==> config.mk <==
export PLATFORM = sky130hd
export DESIGN_NAME = uart_rx_byte_fifo
export DESIGN_NICKNAME = d
export VERILOG_FILES = /design/src/rtl/uart_rx_byte_fifo.sv
export SDC_FILE = /design/constraint.sdc
export NUM_CORES = 1
export LEC_CHECK = 0
export ABC_CLOCK_PERIOD_IN_PS = 3400
export CAP_MARGIN = 40
export CELL_PAD_IN_SITES_DETAIL_PLACEMENT = 2
export CELL_PAD_IN_SITES_GLOBAL_PLACEMENT = 2
export CORE_MARGIN = 4
export CORE_UTILIZATION = 26
export CTS_BUF_LIST = sky130_fd_sc_hd__clkbuf_4 sky130_fd_sc_hd__clkbuf_8
export DETAILED_ROUTE_END_ITERATION = 10
export DONT_BUFFER_PORTS = 1
export PLACE_DENSITY = 0.57
export SLEW_MARGIN = 20
export SYNTH_ARGS = -nofsm -noshare
export SYNTH_HDL_FRONTEND = slang
export SYNTH_SLANG_ARGS = --single-unit
export TNS_END_PERCENT = 50
==> constraint.sdc <==
create_clock -name clk -period 3.4 [get_ports clk]
set_input_delay 0.51 -clock clk [delete_from_list [all_inputs] [get_ports clk]]
set_output_delay 0.51 -clock clk [all_outputs]
set_load 0.02 [all_outputs]
==> src/rtl/uart_rx_byte_fifo.sv <==
// Receive-side byte FIFO between the UART receiver and the host; optional level/afull outputs under RX_FIFO_LEVEL_EN.
// Latency: one cycle from R_rdy to m_valid/m_data (show-ahead head, combinational read of registered storage).
// Backpressure: host stalls with m_ready=0; bytes arriving while full (and not popping) are dropped and flag overflow.
module uart_rx_byte_fifo #(
    parameter int DATA_W       = 8,
    parameter int DEPTH        = 16,
    parameter int ADDR_W       = 4,
    parameter int AFULL_THRESH = 12
) (
    input  logic              clk,
    input  logic              rst,
    input  logic              R_rdy,
    input  logic [DATA_W-1:0] data,
    input  logic              m_ready,
    input  logic              ovf_clr,
    output logic              m_valid,
    output logic [DATA_W-1:0] m_data,
    output logic              full,
    output logic              empty,
`ifdef RX_FIFO_LEVEL_EN
    output logic [ADDR_W:0]   level,
    output logic              afull,
`endif
    output logic              overflow
);

    localparam logic [ADDR_W:0] DEPTH_CNT = (ADDR_W+1)'(DEPTH);

    logic [DATA_W-1:0] mem [DEPTH];
    logic [ADDR_W-1:0] wr_ptr;
    logic [ADDR_W-1:0] rd_ptr;
    logic [ADDR_W:0]   count;
    logic              push;
    logic              pop;
    logic              drop;

    assign empty   = (count == '0);
    assign m_valid = ~empty;
    assign full    = (count == DEPTH_CNT);
    assign m_data  = mem[rd_ptr];

    // A pop in the same cycle frees the slot, so a full FIFO can still accept.
    assign pop  = m_valid & m_ready;
    assign push = R_rdy & (~full | pop);
    assign drop = R_rdy & full & ~pop;

`ifdef RX_FIFO_LEVEL_EN
    assign level = count;
    assign afull = (count >= (ADDR_W+1)'(AFULL_THRESH));
`endif

    // Storage is deliberately left uninitialised by reset.
    always_ff @(posedge clk) begin
        if (rst && push) begin
            mem[wr_ptr] <= data;
        end
    end

    always_ff @(posedge clk) begin
        if (!rst) begin
            wr_ptr   <= '0;
            rd_ptr   <= '0;
            count    <= '0;
            overflow <= 1'b0;
        end else begin
            if (push) begin
                wr_ptr <= wr_ptr + 1'b1;
            end
            if (pop) begin
                rd_ptr <= rd_ptr + 1'b1;
            end
            if (push && !pop) begin
                count <= count + 1'b1;
            end else if (pop && !push) begin
                count <= count - 1'b1;
            end
            if (drop) begin
                overflow <= 1'b1;
            end else if (ovf_clr) begin
                overflow <= 1'b0;
            end
        end
    end

endmodule

Word-level counts from Yosys, hierarchy flattened
Memories as Yosys holds them, arrays and structs flattened. A register that Yosys moved wholly into a read port is not among the register bits.
Index checks and enable logic that the tools add are counted.
- flip-flop bits (word level): 14
- bits in writable memories: 128
- input port bits: 13
- word-level logic and storage cells: 34
- memories kept: 1
- add/sub/neg operators: 4
- eq/ne operators: 1
- mux-type cells: 8
- bitwise gates (word level): 8
- reductions and logical operators: 8
- memory list (name ; depth ; bits a word ; read ports ; clocked after Yosys merged registers in ; wr ports ; RTL line ; source):
    mem ; 16 ; 8 ; 1 ; 1 ; 1 ; 29 ; logic [DATA_W-1:0] mem [DEPTH];
- operator list (cell ; count):
    $mux W5 ; 2
    $add A4 B1 Y4 const B ; 2
    $mux W4 ; 2
    $add A5 B1 Y5 const B ; 1
    $eq A5 B5 Y1 const B ; 1
    $logic_not A5 Y1 ; 1
    $sub A5 B1 Y5 const B ; 1
    $and A1 B1 Y1 ; 4
    $mux W1 ; 4
    $reduce_bool A2 Y1 ; 2
    $logic_and A1 B1 Y1 ; 3
    $not A1 Y1 ; 3
    $logic_not A1 Y1 ; 2
    $or A1 B1 Y1 ; 1

Depth between registers and ports, before layout
- depth in word-level cells: 9
- mapped depth: 11

Worst setup path after synthesis
No wires, ideal clock.
- path type: reg2reg
- start: register count[0]
- end: register count[3]
- data arrival time: 2.601 ns
- setup slack: 0.736 ns
- cell stages (with the launch flop): 10
- path buffers: 1
- period minus slack after synthesis: 2.664 ns
- cell sequence: dfxtp_1 > or4_4 > buf_6 > o31ai_4 > inv_1 > ha_1 > inv_1 > ha_1 > or4b_2 > nand3_1
- longest elaborated chain between the ends: 8
- elaborated cells between the ends (all ways): 16
- those cells by class: 2 x add/sub; 1 x eq/ne; 2 x mux; 5 x bitwise; 6 x reduce/logical
- ends and longest elaborated chain (item ; RTL line ; source):
    from (decl) ; 32 ; logic [ADDR_W:0] count;
    from (signal assigned) ; 73 ; count <= count + 1'b1;
    from (signal assigned) ; 75 ; count <= count - 1'b1;
    $logic_not A5 Y1 ; 37 ; assign empty = (count == '0);
    $not A1 Y1 ; 38 ; assign m_valid = ~empty;
    $and A1 B1 Y1 ; 43 ; assign pop = m_valid & m_ready;
    $or A1 B1 Y1 ; 44 ; assign push = R_rdy & (~full | pop);
    $and A1 B1 Y1 ; 44 ;
    $logic_not A1 Y1 ; 74 ; end else if (pop && !push) begin
    $logic_and A1 B1 Y1 ; 74 ;
    $reduce_bool A2 Y1 (no line) ; n/a ;
Parallel ways exist; a longest one is shown, timed or not. The select of a mux whose other input is x is not followed.
A chain may end at the register's enable or synchronous reset.

Worst setup path after layout
Same ends and word-level chain as after synthesis.

==> flow_metrics.tcl <==
set metrics [dict create \
    track_usage_pct 11.7 \
    drt-pass1-iter-count 5 \
    syn_inst 319 \
    worstPathRequired_ps 3800 \
    die_h_um 158 \
    fp-row-count 54 \
    synthesis.nets 342 \
    ys_top_cells_by_area "edfxtp_1 66%, mux4_2 12%, dfxtp_1 6.2%" \
    cts_max_level 4 \
    start_util_pct 26.6 \
    numCtsBuffers 17 \
    syn_to_final_growth_pct 14.3 \
    setup_viol 0 \
    clock_power_share_pct 30.6 \
    status "complete, no violations" \
    wire_per_inst_um 21.5 \
    report.final.slew_viol_count 0 \
    clkSinkCount 146 \
    ys_async_sr_fraction_pct 0 \
    clock-skew-final_ps 14.5 \
    dr_wl_met2_mm 7.00 \
    synth_commonest_cells "128 x edfxtp_1, 32 x mux4_2, 19 x nor2_1" \
    period_share_pct 83.7 \
    hp-start "data[3]" \
    synth_edf_count 128 \
    drv_cap 0 \
    rsz0062_at_grt "false" \
    min_period_ps 2840 \
    seqPwrFrac_pct 46.2 \
    ys_types 39 \
    worstMarginPinSlew_ps 776 \
    netSwitchingPower_mw 1.31 \
    combPwrFrac_pct 23.2 \
    antenna_cells 0 \
    drtIter0Drc 151 \
    end_kind "flop" \
    io_pins 25 \
    post_cts_buffers 0 \
    ir_worst_vdd_mv 0.222 \
    yosys_register_bits 146 \
    cts_hold_buf 0 \
    p_per_area_nw_per_um2 669 \
    synth-seq-area-share_pct 71.9 \
    cts_resized 0 \
    netlist_area_um2 5850 \
    clk_pin_slew_ps 90 \
    worstPathArrival_ps 3240 \
    via_per_inst 4.62 \
    hpwl_mm 8.67 \
    grt_pass1_wl_mm 20.8 \
    p_int_mw 3.16 \
    holdCritPathClass "input pin to flop" \
    crit_start "count[0]$_SDFFE_PN0P_" \
    vias 2946 \
    timing.rr.start "count[0]$_SDFFE_PN0P_" \
    cts_tree "done" \
    totalWireLength_mm 13.7 \
    final_layout_size_suffix_gt1_share_pct 26.1 \
    place_congestion 0.725 \
    yosysMostFrequentCell "edfxtp_1" \
    finalHoldViolations 0 \
    fin_tns_setup_ps 0 \
    criticalPathCategory "flop to flop" \
    first_global_vias 3376 \
    nNetsFinal 367 \
    wl_met1_mm 6.04 \
    netSwitchingFraction_pct 29.3 \
    dieArea_um2 25000 \
    port_buffers 0 \
    fillCellCount 2212 \
    ys_warn_count 0 \
    holdWs_ps 142 \
    die_x_um 158 \
    syn_area_per_cell_um2 18.3 \
    critPathLaunchType "flop" \
    max_freq_mhz 352 \
    core_area_um2 22000 \
    grt_max_degree 33 \
    cts_root_buffer "clkbuf_8" \
    slew_headroom_pct 48.1 \
    p_leak_nw 2.13 \
    overflow 0 \
    cp_max_fo 6 \
    antenna_found_initial 0 \
    clk-insertion-delay-late_ps 460 \
    met3_length_um 419 \
    synth_top_area_share_pct 65.7 \
    dr.max_layer_used "met4" \
    drc_errors 0 \
    ys.flop_type "edfxtp_1" \
    clk_path_buf_depth 2 \
    synth_top_area_cell "edfxtp_1" \
    ant_nets 0 \
]
==> final timing paths <==
kind | to | slack [ps] | cells past startpoint
worst max-delay path | count[3]$_SDFFE_PN0P_ | 560 | 10
worst min-delay path | mem[8][3]$_DFFE_PP_ | 140 | 0
worst max register to register | count[3]$_SDFFE_PN0P_ | 560 | 10
worst min register to register | wr_ptr[2]$_SDFFE_PN0N_ | 520 | 2
==> cells by family after synthesis <==
family | after synthesis | synth area share (%)
buffers and inverters | 20 | 1.48
flip-flops | 146 | 71.9
XOR/XNOR | 5 | 0.749
AND/OR/NAND/NOR | 71 | 6.48
AO/OA/AOI/OAI | 31 | 4.15
adder cells (fa/ha/maj) | 10 | 2.27
multiplexers | 36 | 13.0
==> layer usage <==
metal | global-route usage [%] | up-vias
li1 | - | 1313
met1 | 14.4 | 1578
met2 | 19.7 | 38
met3 | 3.28 | 17
met4 | 4.02 | 0
met5 | 0 | -
==> per-stage QoR <==
stage	setup slack, ps	power, mW	instances	util [%]	area [um^2]
global route	377	4.70	637	30.4	6690
CTS	503	4.56	637	30.4	6690
finish	555	4.47	637	30.4	6690
detailed placement	551	3.17	605	28.7	6300
floorplan	736	2.94	319	-	5850
global placement	657	3.13	598	28.5	6250
==> cell usage in the layout (no fill, tap or decap), types with 5 or more instances in the layout <==
cell type	netlist	routed
edfxtp_1	128	128
mux4_2	32	32
nor2_1	19	19
buf_4	0	19
nand2_1	17	17
dfxtp_1	18	17
clkbuf_8	0	17
a22oi_1	16	16
nand3_1	10	10
ha_1	9	9
and2_1	7	7
inv_1	6	6
nor2b_1	5	5
xnor2_1	5	5
==> layout make-up <==
cell class / count / area, um^2 / share of cell area (%)
Sequential cell: 146 / 4210 / 62.9
Multi-Input combinational cell: 153 / 1560 / 23.3
Tap cell: 280 / 350 / 5.24
Clock buffer: 20 / 256 / 3.84
Timing Repair Buffer: 20 / 163 / 2.43
Clock inverter: 12 / 129 / 1.93
Inverter: 6 / 22.5 / 0.337
==> flip-flops by register name, summed over array words and instances, names as in the netlist, named ones only <==
| signal | cells |
|---|---|
| count | 5 |
| mem | 128 |
| overflow | 1 |
| rd_ptr | 4 |
| wr_ptr | 4 |
==> power by group through the flow <==
stage,Clock (mW),Combinational [mW],Sequential [mW]
after floorplan,0,0.845,2.09
after global placement,0,1.03,2.10
after detailed placement,0,1.06,2.11
after CTS,1.42,1.07,2.07
after global routing,1.49,1.13,2.08
final,1.37,1.04,2.07
==> worst max-delay path, stage by stage (launching register included) <==
cell and delay [ps]:
dfxtp_1 360, or4_4 610, o31ai_4 290, inv_1 90, ha_1 210, inv_1 170, ha_1 180, a21o_2 90
a21oi_1 80, or4b_2 620, nand3_1 90
(Power assumes the default switching activity.)
